$ cat config.mk
export PLATFORM = sky130hd
export DESIGN_NAME = decode_stage_q_flat
export DESIGN_NICKNAME = d
export VERILOG_FILES = /design/src/rtl/decode_stage_q_if.sv /design/src/rtl/decode_stage_q.sv /design/src/flat_wrapper.sv
export SDC_FILE = /design/constraint.sdc
export NUM_CORES = 1
export LEC_CHECK = 0
export CORE_MARGIN = 2
export CORE_UTILIZATION = 35
export DETAILED_ROUTE_END_ITERATION = 10
export PLACE_DENSITY_LB_ADDON = 0.05
export SETUP_SLACK_MARGIN = 0.4
export SYNTH_ARGS = -nofsm -noshare
export SYNTH_HDL_FRONTEND = slang
export SYNTH_SLANG_ARGS = --single-unit
$ cat constraint.sdc
create_clock -name clk -period 8.8 [get_ports clk]
set_input_delay 2.64 -clock clk [delete_from_list [all_inputs] [get_ports clk]]
set_output_delay 2.64 -clock clk [all_outputs]
set_load 0.02 [all_outputs]
$ cat src/rtl/decode_stage_q_if.sv
// rtl/decode_stage_q_if.sv - fetch-side and execute-side handshake bundle for decode_stage_q
interface decode_stage_q_if #(
    parameter int PC_W = 32
);
    logic            if_valid;
    logic            if_ready;
    logic [31:0]     if_instr;
    logic [PC_W-1:0] if_pc;
    logic            id_valid;
    logic            id_ready;
    logic [PC_W-1:0] id_pc;
    logic [3:0]      id_rd;
    logic [3:0]      id_rn;
    logic [3:0]      id_rm;
    logic [3:0]      id_rs;
    logic [3:0]      id_alu_op;
    logic [2:0]      id_shift_op;
    logic [7:0]      id_class;
    logic            id_s;
    logic            id_p;
    logic            id_u;
    logic            id_w;
    logic            id_ttcc;
    logic [23:0]     id_imm24;
    logic            id_cond_pass;
    logic            id_und;

    modport master (
        output if_valid, if_instr, if_pc, id_ready,
        input  if_ready, id_valid, id_pc, id_rd, id_rn, id_rm, id_rs, id_alu_op,
               id_shift_op, id_class, id_s, id_p, id_u, id_w, id_ttcc, id_imm24,
               id_cond_pass, id_und
    );

    modport slave (
        input  if_valid, if_instr, if_pc, id_ready,
        output if_ready, id_valid, id_pc, id_rd, id_rn, id_rm, id_rs, id_alu_op,
               id_shift_op, id_class, id_s, id_p, id_u, id_w, id_ttcc, id_imm24,
               id_cond_pass, id_und
    );
endinterface

$ cat src/rtl/decode_stage_q.sv
// rtl/decode_stage_q.sv - queued, registered ARM-subset decode stage with SWP split
module decode_stage_q #(
    parameter int IQ_DEPTH = 4,
    parameter int PC_W     = 32
) (
    input  logic                      clk,
    input  logic                      rst,
    input  logic                      flush,
    input  logic [3:0]                flags,
    output logic [$clog2(IQ_DEPTH):0] iq_count,
    decode_stage_q_if.slave           bus
);
    localparam int AW = $clog2(IQ_DEPTH);
    localparam logic [AW:0] DEPTH_C = AW'(IQ_DEPTH - 1) + 1'b1;

    logic [31:0]     iq_instr [IQ_DEPTH];
    logic [PC_W-1:0] iq_pc    [IQ_DEPTH];
    logic [AW-1:0]   wr_ptr, rd_ptr;
    logic [AW:0]     count;
    logic            swp_phase;

    logic [31:0] h;
    logic        push, pop, load;
    logic        c_bx, c_b, c_bl, c_ls, c_swp, c_dp, cond_ok, und;
    logic [3:0]  opc, alu;
    logic [7:0]  cls;
    logic [2:0]  shop;

    logic            r_valid, r_s, r_p, r_u, r_w, r_ttcc, r_cp, r_und;
    logic [PC_W-1:0] r_pc;
    logic [3:0]      r_rd, r_rn, r_rm, r_rs, r_alu;
    logic [2:0]      r_shop;
    logic [7:0]      r_cls;
    logic [23:0]     r_imm;

    assign h        = iq_instr[rd_ptr];
    assign opc      = h[24:21];
    assign bus.if_ready = (count < DEPTH_C);
    assign push     = bus.if_valid && bus.if_ready;
    assign load     = (count != '0) && (!r_valid || bus.id_ready);
    // the first half of a SWP leaves the word at the head for the store half
    assign pop      = load && !(c_swp && !swp_phase);
    assign iq_count = count;

    always_comb begin
        c_bx  = (h[27:4] == 24'h12FFF1);
        c_b   = (h[27:24] == 4'b1010);
        c_bl  = (h[27:24] == 4'b1011);
        c_ls  = ((h[27:25] == 3'b010) || (h[27:25] == 3'b011 && !h[4])) && !h[22];
        c_swp = (h[27:20] == 8'h10) && (h[11:4] == 8'h09);
        c_dp  = (h[27:26] == 2'b00) && !c_bx && !c_swp;

        case (h[31:28])
            4'h0: cond_ok = flags[2];
            4'h1: cond_ok = !flags[2];
            4'h2: cond_ok = flags[1];
            4'h3: cond_ok = !flags[1];
            4'h4: cond_ok = flags[3];
            4'h5: cond_ok = !flags[3];
            4'h6: cond_ok = flags[0];
            4'h7: cond_ok = !flags[0];
            4'h8: cond_ok = flags[1] && !flags[2];
            4'h9: cond_ok = !flags[1] || flags[2];
            4'hA: cond_ok = (flags[3] == flags[0]);
            4'hB: cond_ok = (flags[3] != flags[0]);
            4'hC: cond_ok = !flags[2] && (flags[3] == flags[0]);
            4'hD: cond_ok = flags[2] || (flags[3] != flags[0]);
            4'hE: cond_ok = 1'b1;
            default: cond_ok = 1'b0;
        endcase

        case (opc)
            4'b1000: alu = 4'd0;
            4'b1001: alu = 4'd1;
            4'b1010: alu = 4'd2;
            4'b1011: alu = 4'd4;
            default: alu = opc;
        endcase

        shop = (h[27:25] == 3'b001) ? 3'b111 : {h[6:5], h[4]};

        cls    = 8'h00;
        cls[0] = c_dp;
        cls[1] = c_bx;
        cls[2] = c_b;
        cls[3] = c_bl;
        cls[4] = c_ls && h[20];
        cls[5] = c_ls && !h[20];
        cls[6] = c_swp && !swp_phase;
        cls[7] = c_swp && swp_phase;

        // rd=pc is only legal as the exception-return form MOVS/SUBS pc with rn=lr
        und = c_dp && (((opc[3:2] == 2'b10) && !h[20])
                    || ((h[15:12] == 4'hF)
                        && !(h[20] && h[19:16] == 4'hE && (opc == 4'b1101 || opc == 4'b0010)))
                    || ((h[27:25] == 3'b000) && h[4] && h[7]));
        und = und || (h[31:28] == 4'hF);
    end

    always_ff @(posedge clk) begin
        if (push) begin
            iq_instr[wr_ptr] <= bus.if_instr;
            iq_pc[wr_ptr]    <= bus.if_pc;
        end
    end

    always_ff @(posedge clk) begin
        if (rst) begin
            wr_ptr <= '0; rd_ptr <= '0; count <= '0; swp_phase <= 1'b0;
            r_valid <= 1'b0; r_pc <= '0; r_rd <= '0; r_rn <= '0; r_rm <= '0; r_rs <= '0;
            r_alu <= '0; r_shop <= '0; r_cls <= '0; r_s <= 1'b0; r_p <= 1'b0;
            r_u <= 1'b0; r_w <= 1'b0; r_ttcc <= 1'b0; r_imm <= '0; r_cp <= 1'b0; r_und <= 1'b0;
        end else if (flush) begin
            wr_ptr <= '0; rd_ptr <= '0; count <= '0; swp_phase <= 1'b0;
            r_valid <= 1'b0;
        end else begin
            if (push) wr_ptr <= wr_ptr + 1'b1;
            if (pop)  rd_ptr <= rd_ptr + 1'b1;
            case ({push, pop})
                2'b10:   count <= count + 1'b1;
                2'b01:   count <= count - 1'b1;
                default: count <= count;
            endcase
            if (load) begin
                swp_phase <= c_swp && !swp_phase;
                r_valid <= 1'b1;
                r_pc    <= iq_pc[rd_ptr];
                r_rd    <= h[15:12];
                r_rn    <= h[19:16];
                r_rm    <= h[3:0];
                r_rs    <= h[11:8];
                r_alu   <= alu;
                r_shop  <= shop;
                r_cls   <= cls;
                r_s     <= h[20];
                r_p     <= h[24];
                r_u     <= h[23];
                r_w     <= h[21];
                r_ttcc  <= (opc[3:2] == 2'b10);
                r_imm   <= h[23:0];
                r_cp    <= cond_ok;
                r_und   <= und;
            end else if (bus.id_ready) begin
                r_valid <= 1'b0;
            end
        end
    end

    assign bus.id_valid     = r_valid;
    assign bus.id_pc        = r_pc;
    assign bus.id_rd        = r_rd;
    assign bus.id_rn        = r_rn;
    assign bus.id_rm        = r_rm;
    assign bus.id_rs        = r_rs;
    assign bus.id_alu_op    = r_alu;
    assign bus.id_shift_op  = r_shop;
    assign bus.id_class     = r_cls;
    assign bus.id_s         = r_s;
    assign bus.id_p         = r_p;
    assign bus.id_u         = r_u;
    assign bus.id_w         = r_w;
    assign bus.id_ttcc      = r_ttcc;
    assign bus.id_imm24     = r_imm;
    assign bus.id_cond_pass = r_cp;
    assign bus.id_und       = r_und;
endmodule
$ cat src/flat_wrapper.sv
// flat-port wrapper written by rule: the top's interface ports become plain ports
module decode_stage_q_flat 
#(
    parameter int IQ_DEPTH = 4,
    parameter int PC_W     = 32
)
  (clk, rst, flush, flags, iq_count, bus_if_valid, bus_if_instr, bus_if_pc, bus_id_ready, bus_if_ready, bus_id_valid, bus_id_pc, bus_id_rd, bus_id_rn, bus_id_rm, bus_id_rs, bus_id_alu_op, bus_id_shift_op, bus_id_class, bus_id_s, bus_id_p, bus_id_u, bus_id_w, bus_id_ttcc, bus_id_imm24, bus_id_cond_pass, bus_id_und);
  decode_stage_q_if #(.PC_W(PC_W)) bus_i ();
  input  logic clk;
  input  logic rst;
  input  logic flush;
  input  logic [3:0] flags;
  output logic [$clog2(IQ_DEPTH):0] iq_count;
  input wire logic [$bits(bus_i.if_valid)-1:0] bus_if_valid;
  input wire logic [$bits(bus_i.if_instr)-1:0] bus_if_instr;
  input wire logic [$bits(bus_i.if_pc)-1:0] bus_if_pc;
  input wire logic [$bits(bus_i.id_ready)-1:0] bus_id_ready;
  output wire logic [$bits(bus_i.if_ready)-1:0] bus_if_ready;
  output wire logic [$bits(bus_i.id_valid)-1:0] bus_id_valid;
  output wire logic [$bits(bus_i.id_pc)-1:0] bus_id_pc;
  output wire logic [$bits(bus_i.id_rd)-1:0] bus_id_rd;
  output wire logic [$bits(bus_i.id_rn)-1:0] bus_id_rn;
  output wire logic [$bits(bus_i.id_rm)-1:0] bus_id_rm;
  output wire logic [$bits(bus_i.id_rs)-1:0] bus_id_rs;
  output wire logic [$bits(bus_i.id_alu_op)-1:0] bus_id_alu_op;
  output wire logic [$bits(bus_i.id_shift_op)-1:0] bus_id_shift_op;
  output wire logic [$bits(bus_i.id_class)-1:0] bus_id_class;
  output wire logic [$bits(bus_i.id_s)-1:0] bus_id_s;
  output wire logic [$bits(bus_i.id_p)-1:0] bus_id_p;
  output wire logic [$bits(bus_i.id_u)-1:0] bus_id_u;
  output wire logic [$bits(bus_i.id_w)-1:0] bus_id_w;
  output wire logic [$bits(bus_i.id_ttcc)-1:0] bus_id_ttcc;
  output wire logic [$bits(bus_i.id_imm24)-1:0] bus_id_imm24;
  output wire logic [$bits(bus_i.id_cond_pass)-1:0] bus_id_cond_pass;
  output wire logic [$bits(bus_i.id_und)-1:0] bus_id_und;
  assign bus_i.if_valid = bus_if_valid;
  assign bus_i.if_instr = bus_if_instr;
  assign bus_i.if_pc = bus_if_pc;
  assign bus_i.id_ready = bus_id_ready;
  assign bus_if_ready = bus_i.if_ready;
  assign bus_id_valid = bus_i.id_valid;
  assign bus_id_pc = bus_i.id_pc;
  assign bus_id_rd = bus_i.id_rd;
  assign bus_id_rn = bus_i.id_rn;
  assign bus_id_rm = bus_i.id_rm;
  assign bus_id_rs = bus_i.id_rs;
  assign bus_id_alu_op = bus_i.id_alu_op;
  assign bus_id_shift_op = bus_i.id_shift_op;
  assign bus_id_class = bus_i.id_class;
  assign bus_id_s = bus_i.id_s;
  assign bus_id_p = bus_i.id_p;
  assign bus_id_u = bus_i.id_u;
  assign bus_id_w = bus_i.id_w;
  assign bus_id_ttcc = bus_i.id_ttcc;
  assign bus_id_imm24 = bus_i.id_imm24;
  assign bus_id_cond_pass = bus_i.id_cond_pass;
  assign bus_id_und = bus_i.id_und;
  decode_stage_q #(.IQ_DEPTH(IQ_DEPTH), .PC_W(PC_W)) u_core (.clk(clk), .rst(rst), .flush(flush), .flags(flags), .iq_count(iq_count), .bus(bus_i));
endmodule
# ---- Word level (Yosys, flattened, before mapping)
# Memories as Yosys holds them, arrays and structs flattened. A register that Yosys moved wholly into a read port is not among the register bits.
# Cells that the tools add are included.
dict set report totals {
  regBits 71
  input_bits 73
  ram_bits 256
  output_inout_bits 99
  latchBits 0
  romBits 0
  mem_count 2
}
# memory words width rd rd_clocked_by_memory_dff write_ports line_no
set memory_table {}
lappend memory_table {u_core.iq_instr 4 32 1 1 1 decode_stage_q.sv:16} ;# logic [31:0] iq_instr [IQ_DEPTH];
lappend memory_table {u_core.iq_pc 4 32 1 1 1 decode_stage_q.sv:17} ;# logic [PC_W-1:0] iq_pc [IQ_DEPTH];
dict set report classes {
  eq_ne 36
  n_mux 10
  order_cmp 1
  div_mod_pow 0
  mul 0
  n_shift 0
  reduce_logical 50
  n_addsub 4
  bitwise_logic 1
}
# operator count
set op_table {}
lappend op_table {{$eq 4x4->1 const B} 17}
lappend op_table {{$eq 24x21->1 const B} 1}
lappend op_table {{$logic_and 1x1->1} 21}
lappend op_table {{$eq 4x3->1 const B} 4}
lappend op_table {{$pmux 4 s4} 1}
lappend op_table {{$pmux 1 s15} 1}
lappend op_table {{$logic_not 1->1} 13}
lappend op_table {{$eq 4x2->1 const B} 3}
lappend op_table {{$eq 8x4->1 const B} 1}
lappend op_table {{$eq 8x5->1 const B} 1}
lappend op_table {{$logic_or 1x1->1} 8}
lappend op_table {{$eq 3x2->1 const B} 2}
lappend op_table {{$pmux 3 s2} 1}
lappend op_table {{$add 2x1->2 const B} 2}
lappend op_table {{$eq 2x2->1 const B} 2}
lappend op_table {{$eq 4x1->1 const B} 1}
lappend op_table {{$logic_not 4->1} 1}
lappend op_table {{$mux 1} 4}
lappend op_table {{$mux 2} 2}
lappend op_table {{$reduce_bool 2->1} 2}
lappend op_table {{$add 3x1->3 const B} 1}
lappend op_table {{$eq 3x1->1 const B} 1}
lappend op_table {{$logic_not 3->1} 1}
lappend op_table {{$lt 3x3->1 const B} 1}
lappend op_table {{other kinds (10)} 10}

# ---- Depth between registers and ports, before layout
dict set report logic_depth {
  word_depth 9
  ltp_mapped 12
  depth_no_buf 10
}

# ---- Worst setup path before layout
# Ideal clock, no wire load.
dict set report synth_path {
  kind {input to register}
  start {in bus_if_valid}
  end {mem u_core.iq_instr[0][0] (enable)}
  setup_slack_ps 3847
  t_arrival_ps 4524
  stages 3
  cell_sequence {nor2b_1 > clkbuf_1 > and2_1}
}
dict set report synth_between {
  elab_chain_len 3
}
# element line_no
set synth_rtl {}
lappend synth_rtl {{start: declaration} flat_wrapper.sv:14} ;# input wire logic [$bits(bus_i.if_valid)-1:0] bus_if_valid;
lappend synth_rtl {{$logic_and 1x1->1} decode_stage_q.sv:39} ;# assign push = bus.if_valid && bus.if_ready;
lappend synth_rtl {{$mux 1} decode_stage_q.sv:101} ;# if (push) begin
lappend synth_rtl {{$mux 1 (implied by the code)} decode_stage_q.sv:102} ;# iq_instr[wr_ptr] <= bus.if_instr;
lappend synth_rtl {{end: declaration} decode_stage_q.sv:16}
# No other way between the ends.

# ---- Final worst setup path
dict set report layout_path {
  start {in bus_if_valid}
  end {mem u_core.iq_instr[1][3] (enable)}
}
# Same word-level chain as after synthesis.

==> flow_metrics.tcl <==
set metrics [dict create \
    outcome "complete, no violations" \
    synthAdderAreaFrac 0.00624 \
    p_seq_frac 0.500 \
    p_int_uw 2800 \
    die_h_microns 198 \
    start_kind "input pin" \
    switchingPower_uw 836 \
    p_leak_uw 0.00520 \
    syn_avg_cell_area_sq_um 15.8 \
    power_density_mw_per_mm2 221 \
    numClockSinks 342 \
    fin_ws_ps 4130 \
    setup_violations 0 \
    cp-endpoint "u_core.iq_instr[1][3]" \
    fmax_mhz 214 \
    grt_max_degree 77 \
    wl_per_cell_microns 19.7 \
    async_reset_ff_frac 0 \
    drive_gt1_frac 0.134 \
    grt_usage 0.156 \
    critical_path_required_ps 8940 \
    slew_headroom 0.365 \
    clk_pin_slew_ps 50 \
    cp_data_arrival_time_ps 4800 \
    drc 0 \
    grt_pass1_vias 7649 \
    maxCapViolCount 0 \
    peakVddDrop_mv 0.119 \
    netlist_area_sq_mm 0.0132 \
    wirelength_mm 30.3 \
    syn_to_final_growth_pct 24.3 \
    ff2ff_setup_slack_ps 5160 \
    cts_resized 0 \
    path_class "input pin to flop" \
    final_area_sq_mm 0.0165 \
    cts-root-buf "clkbuf_16" \
    die_x_microns 198 \
    portBuffers 171 \
    fin_crit_sh 0.530 \
    rsz0062_at_grt "false" \
    synth_cell_types 56 \
    synth-xor-area-share 0.00331 \
    core_area_sq_mm 0.0375 \
    clkPwrFrac 0.400 \
    dp_hpwl_mm 18.1 \
    end_kind "flop" \
    cts.path.max_buffers 3 \
    tns_ps 0 \
    vias_per_cell 4.86 \
    synth_cells 840 \
    critPathLaunch "bus_if_valid" \
    combPwrFrac 0.101 \
    grt_pass1_wl_mm 46.4 \
    cts_tree "built" \
    synth-simple-area-share 0.0850 \
    r2r-end "u_core.iq_count[2]" \
    via_count 7466 \
    dr.pass1.iters 4 \
    synth_ff_type "edfxtp_1" \
    final_nets 1076 \
    die_area_sq_mm 0.0394 \
    placed_cell_area_sq_mm 0.0153 \
    yosysSeqAreaShare 0.711 \
    post-cts-setup-buffers 0 \
    synth_mux_area_frac 0.118 \
    post-place-ws_ps 3550 \
    worst_pin_slew_ps 952 \
    drt-initial-drc-count 342 \
    skew_ps 9.19 \
    drv_slew 0 \
    power.share.switching 0.230 \
    finalPower_uw 3640 \
    grt-ovfl-total 0 \
    most-common-layout-cells "edfxtp_1, clkdlybuf4s50_1, nand2_1" \
    rows 71 \
    io_pins 172 \
    synth-compound-area-share 0.0456 \
    synth_top_family_by_area "multiplexers" \
    cp_max_fo 40 \
    ant_nets 0 \
    period_minus_slack_ps 4670 \
    synth_edf_count 256 \
    rr_worst_depth 11 \
    whs_ps 448 \
    ys_ff_latch 342 \
    cts_made_buffers 38 \
    hold_buffers 0 \
    ys_warn_count 0 \
    clkLatencyLatePin_ps 510 \
    syn_nets 919 \
    layout_commonest_cell "edfxtp_1" \
    hold_path_class "flop to flop" \
    gp_congestion 0.704 \
    htreeDepth 2 \
    start_util 0.353 \
    antenna_found_initial 3 \
    hold_violations 0 \
]
-- cell usage after synthesis, types with 4 or more instances --
| cell type | number | area, sq um |
|---|---|---|
| dfxtp_1 | 86 | 1720 |
| nand4_1 | 6 | 37.5 |
| nand2_1 | 140 | 526 |
| buf_1 | 5 | 18.8 |
| a21oi_1 | 75 | 375 |
| clkbuf_1 | 31 | 116 |
| a31oi_1 | 5 | 31.3 |
| nand3_1 | 14 | 70.1 |
| edfxtp_1 | 256 | 7690 |
| and2_1 | 4 | 25.0 |
| nor2b_1 | 6 | 37.5 |
| buf_4 | 21 | 158 |
| a211oi_1 | 6 | 45.0 |
| o21ai_0 | 4 | 20.0 |
| nor2_1 | 17 | 63.8 |
| nor3_1 | 10 | 50.1 |
| ha_1 | 5 | 62.6 |
| mux2i_1 | 4 | 40.0 |
| and3_1 | 6 | 37.5 |
| mux4_2 | 56 | 1260 |
| mux4_1 | 9 | 236 |
| nor3b_1 | 4 | 30.0 |
| inv_1 | 11 | 41.3 |
-- layout make-up --
class / instances / area [sq um]
fill: 3432 / 21000
sequential: 342 / 9410
multi-input combinational: 422 / 3430
timing repair buffer: 182 / 1790
clock buffer: 56 / 1080
tap: 511 / 639
clock inverter: 12 / 58.8
inverter: 11 / 41.3
antenna: 1 / 2.50
-- worst min path at each step --
stage	endpoint	cells after the start	from	slack (ps)
finish	u_core.bus.id_alu_op[3]	2	u_core.bus.id_alu_op[3]	450
detailed placement	u_core.bus.id_alu_op[0]	2	u_core.bus.id_alu_op[0]	450
global route	u_core.bus.id_alu_op[0]	2	u_core.bus.id_alu_op[0]	460
CTS	u_core.bus.id_alu_op[0]	2	u_core.bus.id_alu_op[0]	450
global placement	u_core.bus.id_alu_op[3]	2	u_core.bus.id_alu_op[3]	440
floorplan	u_core.swp_phase	2	u_core.swp_phase	460
-- routing by layer --
metal,vias up,GRT usage,part of all wire
li1,3501,-,-
met1,3777,0.214,0.46
met2,142,0.254,0.48
met3,42,0.0326,0.043
met4,4,0.0379,0.016
met5,-,0,0.00089
-- stage by stage --
step,util,cells
after floorplan,-,840
after global placement,0.409,1468
after detailed placement,0.409,1468
after CTS,0.439,1536
after global routing,0.439,1536
final,0.439,1537
-- worst max-delay path: stages --
cell             delay [ps]
clkdlybuf4s50_1         450
nor2b_1                 530
and2_4                  510
buf_4                   620
-- flip-flops by register name, summed over array words and instances, names as in the netlist, 2 cells and up, named ones only --
name,cells
u_core.bus.id_alu_op,4
u_core.iq_instr,128
u_core.iq_pc,128
u_core.wr_ptr,2
u_core.iq_count,3
u_core.rd_ptr,2
u_core.bus.id_shift_op,3
u_core.bus.id_imm24,24
u_core.bus.id_class,8
u_core.bus.id_pc,32
-- kinds of logic after synthesis --
family | after synthesis
AOI/OAI and AO/OA | 104
xor gates and xnor gates | 5
DFF | 342
adders and majority gates | 6
buffers and inverters | 76
muxes | 71
and+or+nand+nor | 236
-- power groups by stage --
stage | clock network [uW] | logic, uW | registers [uW]
2_1_floorplan | 0 | 193 | 1880
3_3_place_gp | 0 | 375 | 1850
3_5_place_dp | 0 | 375 | 1850
4_1_cts | 1500 | 377 | 1820
5_1_grt | 1570 | 401 | 1820
6_report | 1450 | 367 | 1820
No activity file was read; power rests on OpenSTA's default activity.
==> RTL edit 1: new RTL, config.mk and constraints unchanged <==
`PC_W` is set to 32 in 3 places; all go to 40.
--- a/src/rtl/decode_stage_q_if.sv
+++ b/src/rtl/decode_stage_q_if.sv
@@ -1,5 +1,5 @@
 // rtl/decode_stage_q_if.sv - fetch-side and execute-side handshake bundle for decode_stage_q
 interface decode_stage_q_if #(
-    parameter int PC_W = 32
+    parameter int PC_W = 40
 );
     logic            if_valid;
--- a/src/rtl/decode_stage_q.sv
+++ b/src/rtl/decode_stage_q.sv
@@ -2,5 +2,5 @@
 module decode_stage_q #(
     parameter int IQ_DEPTH = 4,
-    parameter int PC_W     = 32
+    parameter int PC_W     = 40
 ) (
     input  logic                      clk,
--- a/src/flat_wrapper.sv
+++ b/src/flat_wrapper.sv
@@ -3,5 +3,5 @@
 #(
     parameter int IQ_DEPTH = 4,
-    parameter int PC_W     = 32
+    parameter int PC_W     = 40
 )
   (clk, rst, flush, flags, iq_count, bus_if_valid, bus_if_instr, bus_if_pc, bus_id_ready, bus_if_ready, bus_id_valid, bus_id_pc, bus_id_rd, bus_id_rn, bus_id_rm, bus_id_rs, bus_id_alu_op, bus_id_shift_op, bus_id_class, bus_id_s, bus_id_p, bus_id_u, bus_id_w, bus_id_ttcc, bus_id_imm24, bus_id_cond_pass, bus_id_und);
Ports: changed (resized bus_id_pc and bus_if_pc); port bits go from 172 to 188. The function was not compared with the original's and may differ.
==> RTL edit 1 against the unedited design <==
- area after synthesis rose by 8.9%
- final cell count rose by 5.7%
- worst setup slack got worse by 0.048 ns
- cell area rose by 10%
- die area rose by 8.7%
- total power rose by 16%
- sequential cell count rose by 40
- via count rose by 6.0%
- non-clock buffer count rose by 15
- largest cell class unchanged
- routed wire length rose by 9.0%
==> RTL edit 1: results (changes against the unedited design) <==
\begin{tabular}{lr}
\hline
Metric & Value \\
\hline
\multicolumn{2}{l}{\textbf{Setup path}} \\
\quad Destination of the critical timing path & u\_core.iq\_instr[1][5] \\
\quad Largest incremental delay on the critical path & 0.69 ns (+0.07 ns) \\
\quad Reg2Reg Setup Slack & 4.93 ns (-0.23 ns) \\
\quad Arrival time reported for the critical path endpoint & 4.89 ns (+0.09 ns) \\
\multicolumn{2}{l}{\textbf{STA}} \\
\quad Headroom to the max-slew limit & 38.0\% (+1.4 points) \\
\quad Final Skew & 0.0147 ns (+0.00551 ns) \\
\quad Final Worst Setup Slack & 4.09 ns (-0.0476 ns) \\
\multicolumn{2}{l}{\textbf{GRT}} \\
\quad Number of global-route vias before repair & 8090 (+5.8\%) \\
\quad Maximum number of pins on one net before global-route repair & 56 (-27\%) \\
\multicolumn{2}{l}{\textbf{Yosys}} \\
\quad Synth top cells by count & 288 x sky130\_fd\_sc\_hd\_\_edfxtp\_1, 147 x sky130\_fd\_sc\_hd\_\_nand2\_1, 94 x sky130\_fd\_sc\_hd\_\_dfxtp\_1 \\
\quad Gate count of the mapped netlist & 883 (+5.1\%) \\
\quad Count of cell types in the netlist & 58 (+3.6\%) \\
\quad Number of flops mapped to enable cells by yosys & 288 (+13\%) \\
\quad Post-Syn Nets & 970 (+5.5\%) \\
\quad Cells taking the most area after synthesis & sky130\_fd\_sc\_hd\_\_edfxtp\_1 60\%, sky130\_fd\_sc\_hd\_\_dfxtp\_1 13\%, sky130\_fd\_sc\_hd\_\_mux4\_2 10\%, sky130\_fd\_sc\_hd\_\_nand2\_1 3.8\%, sky130\_fd\_sc\_hd\_\_a21oi\_1 2.9\% \\
\multicolumn{2}{l}{\textbf{Final layout}} \\
\quad Share of post-route cells with drive strength above 1 & 14.8\% (+1.5 points) \\
\quad Number of nets at the end of the flow & 1144 (+6.3\%) \\
\quad Final-layout fill cell count & 3691 (+7.5\%) \\
\multicolumn{2}{l}{\textbf{Placement}} \\
\quad Number of cells after detailed placement & 1544 (+5.2\%) \\
\quad Post-place setup slack & 3.44 ns (-0.117 ns) \\
\quad Area after DPL & 16700 µm² (+9.0\%) \\
\quad Detailed placer's ending HPWL & 19500 µm (+8.1\%) \\
\multicolumn{2}{l}{\textbf{Clocking}} \\
\quad Source-to-sink clock delay at the later pin of the worst-skew pair & 0.55 ns (+0.04 ns) \\
\quad CTS buffer count & 43 (+13\%) \\
\multicolumn{2}{l}{\textbf{Route}} \\
\quad DR iter-0 viols & 306 (-11\%) \\
\quad Length of the first detailed-routing pass in iterations & 5 (+1) \\
\quad WL final & 33100 µm (+9.0\%) \\
\multicolumn{2}{l}{\textbf{Status}} \\
\quad Result of the run & complete, no violations \\
\multicolumn{2}{l}{\textbf{Pwr}} \\
\quad Switching share of total power & 22.6\% (-0.33 points) \\
\hline
\end{tabular}
-- RTL edit 1: metal layers --
layer	global-route usage, %	up-vias	wire [µm]
met5	0	-	27
met4	4.84	4	606
met3	3.77	47	1690
met2	26.0	183	16200
met1	20.8	3969	14600
li1	-	3709	-
-- RTL edit 1: cell type report --
class	count	area, µm²	area share, %
antenna	1	2.50	0.0138
clock buffer	62	1250	6.90
clock inverter	17	181	1.00
inverter	15	56.3	0.311
multi-input combinational	418	3490	19.3
sequential	382	10500	58.1
tap	532	666	3.67
timing repair buffer	197	1940	10.7
-- RTL edit 1: critical path: cells and delay by family --
| kind | cells | cell delay (ns) |
|---|---|---|
| simple gates | 2 | 1.16 |
| buf+inv | 2 | 1.03 |
-- RTL edit 1: cells by family (layout without fill, tap and decap cells) --
group           after synthesis  count (layout)  synth area share, %
mux                          77              77                 11.8
xor+xnor                      6               6                0.365
compound gates              114             114                 4.61
fa+ha+maj                     6               6                0.573
flops                       382             382                 73.1
buf+inv                      83             291                 2.83
simple gates                215             215                 6.71
other cells                   0               1                    0
-- RTL edit 1: power by group through the flow --
stage / combinational [mW] / clock (mW) / sequential (mW)
after floorplan: 0.201 / 0 / 2.10
after global placement: 0.388 / 0 / 2.08
after detailed placement: 0.387 / 0 / 2.08
after CTS: 0.388 / 1.85 / 2.05
after global routing: 0.416 / 1.92 / 2.05
final: 0.379 / 1.79 / 2.04
-- RTL edit 1: how the worst min path moves through the flow --
stage / depth (start not counted) / to / start / slack (ns)
after global routing: 2 / u_core.bus.id_alu_op[1] / u_core.bus.id_alu_op[1] / 0.48
after detailed placement: 2 / u_core.bus.id_alu_op[0] / u_core.bus.id_alu_op[0] / 0.44
after floorplan: 2 / u_core.swp_phase / u_core.swp_phase / 0.45
after global placement: 2 / u_core.bus.id_alu_op[0] / u_core.bus.id_alu_op[0] / 0.44
after CTS: 2 / u_core.bus.id_alu_op[0] / u_core.bus.id_alu_op[0] / 0.45
final: 2 / u_core.bus.id_alu_op[0] / u_core.bus.id_alu_op[0] / 0.45
==> RTL edit 2: new RTL, same settings <==
Without the edit above. Make the reset (`rst`) asynchronous in one clocked block.
--- a/src/rtl/decode_stage_q.sv
+++ b/src/rtl/decode_stage_q.sv
@@ -105,5 +105,5 @@
     end
 
-    always_ff @(posedge clk) begin
+    always_ff @(posedge clk or posedge rst) begin
         if (rst) begin
             wr_ptr <= '0; rd_ptr <= '0; count <= '0; swp_phase <= 1'b0;
Function: differs if rst is asserted again (counterexample within 4 cycles, from zero or initial values and one cycle with rst high); with rst held inactive, the same outputs for 4 cycles.
==> RTL edit 2 against the unedited design <==
- sequential cell count decreased by 2
- routed wire length shrank 3.5%
- via count decreased by 7.4%
- global-route usage down 0.15 points
- synthesized cell count decreased by 8.3%
- critical path depth decreased by 1
- clock skew grew 0.0039 ns
- cell area decreased by 0.39%
- core utilization rose by 0.77 points
- area after synthesis down 1.1%
- worst setup slack worse by 0.034 ns
Power is not compared: it rests on default switching activity, and its combinational part moved more than twofold at a synthesized area within 25%.
==> RTL edit 2: results (changes against the unedited design) <==
\begin{tabular}{lr}
\hline
Metric & Value \\
\hline
\multicolumn{2}{l}{\textbf{Status}} \\
\quad Result of the run & complete, no violations \\
\multicolumn{2}{l}{\textbf{Route}} \\
\quad Via count & 6912 (-7.4\%) \\
\quad DR iter-0 viols & 529 (+55\%) \\
\quad Routed len/inst & 20.5 µm (+3.8\%) \\
\multicolumn{2}{l}{\textbf{Setup path}} \\
\quad R2R cell count & 9 (-2) \\
\quad CP max FO & 64 (+60\%) \\
\multicolumn{2}{l}{\textbf{Placement}} \\
\quad Final RePlAce weighted congestion & 0.738 (+4.8\%) \\
\quad Post-place setup slack & 3.51 ns (-0.0416 ns) \\
\quad Number of cells after detailed placement & 1360 (-7.4\%) \\
\multicolumn{2}{l}{\textbf{Final layout}} \\
\quad Final-layout fill cell count & 3199 (-6.8\%) \\
\quad Number of clock buffers in the layout & 53 (-5.4\%) \\
\quad \#MultiIn Comb & 365 (-14\%) \\
\quad Number of nets at the end of the flow & 1010 (-6.1\%) \\
\quad Non-Clock Inverter Count & 12 (+1) \\
\quad Area of the multi-input gates & 2980 µm² (-13\%) \\
\quad Share of post-route cells with drive strength above 1 & 14.1\% (+0.70 points) \\
\quad Non-clock buffering overhead in the final layout & 10.6\% (-0.25 points) \\
\quad Non-Clock Buffer Count & 175 (-3.8\%) \\
\quad Share of final layout cell area taken by clock buffers and inverters & 7.54\% (+0.62 points) \\
\multicolumn{2}{l}{\textbf{GRT}} \\
\quad Met2 Use GR & 26.2\% (+0.79 points) \\
\quad Initial antenna violation count & 2 (-1) \\
\quad Grt met1 use & 20.1\% (-1.3 points) \\
\multicolumn{2}{l}{\textbf{Yosys}} \\
\quad Gate count of the mapped netlist & 770 (-8.3\%) \\
\quad Flip-flop and latch count after synthesis & 340 (-0.58\%) \\
\multicolumn{2}{l}{\textbf{Hold path}} \\
\quad Hold\_sp & u\_core.bus.id\_pc[4] \\
\multicolumn{2}{l}{\textbf{STA}} \\
\quad Headroom to the max-slew limit & 27.6\% (-8.9 points) \\
\quad Hold slack final & 0.471 ns (+0.0226 ns) \\
\hline
\end{tabular}
[RTL edit 2: cell count changes after synthesis, moves of 9 or more]
| cell | delta |
|---|---|
| sky130_fd_sc_hd__o21ai_0 | +9 |
| sky130_fd_sc_hd__mux4_1 | -9 |
| sky130_fd_sc_hd__nand2_1 | +48 |
| sky130_fd_sc_hd__a21oi_1 | -68 |
| sky130_fd_sc_hd__dfxtp_1 | -86 |
| sky130_fd_sc_hd__dfrtp_1 | +84 |
[RTL edit 2: logic make-up (layout without fill, tap and decap cells)]
kind of cell             after synthesis  in the layout  share of synthesized area, %
flip-flops                           340            340                          74.8
AND/OR/NAND/NOR                      242            242                          7.95
multiplexers                          70             70                          11.5
buffers and inverters                 65            255                          2.63
AO/OA/AOI/OAI                         42             42                          2.19
XOR/XNOR                               6              6                         0.459
adder cells (fa/ha/maj)                5              5                         0.535
other                                  0              1                             0
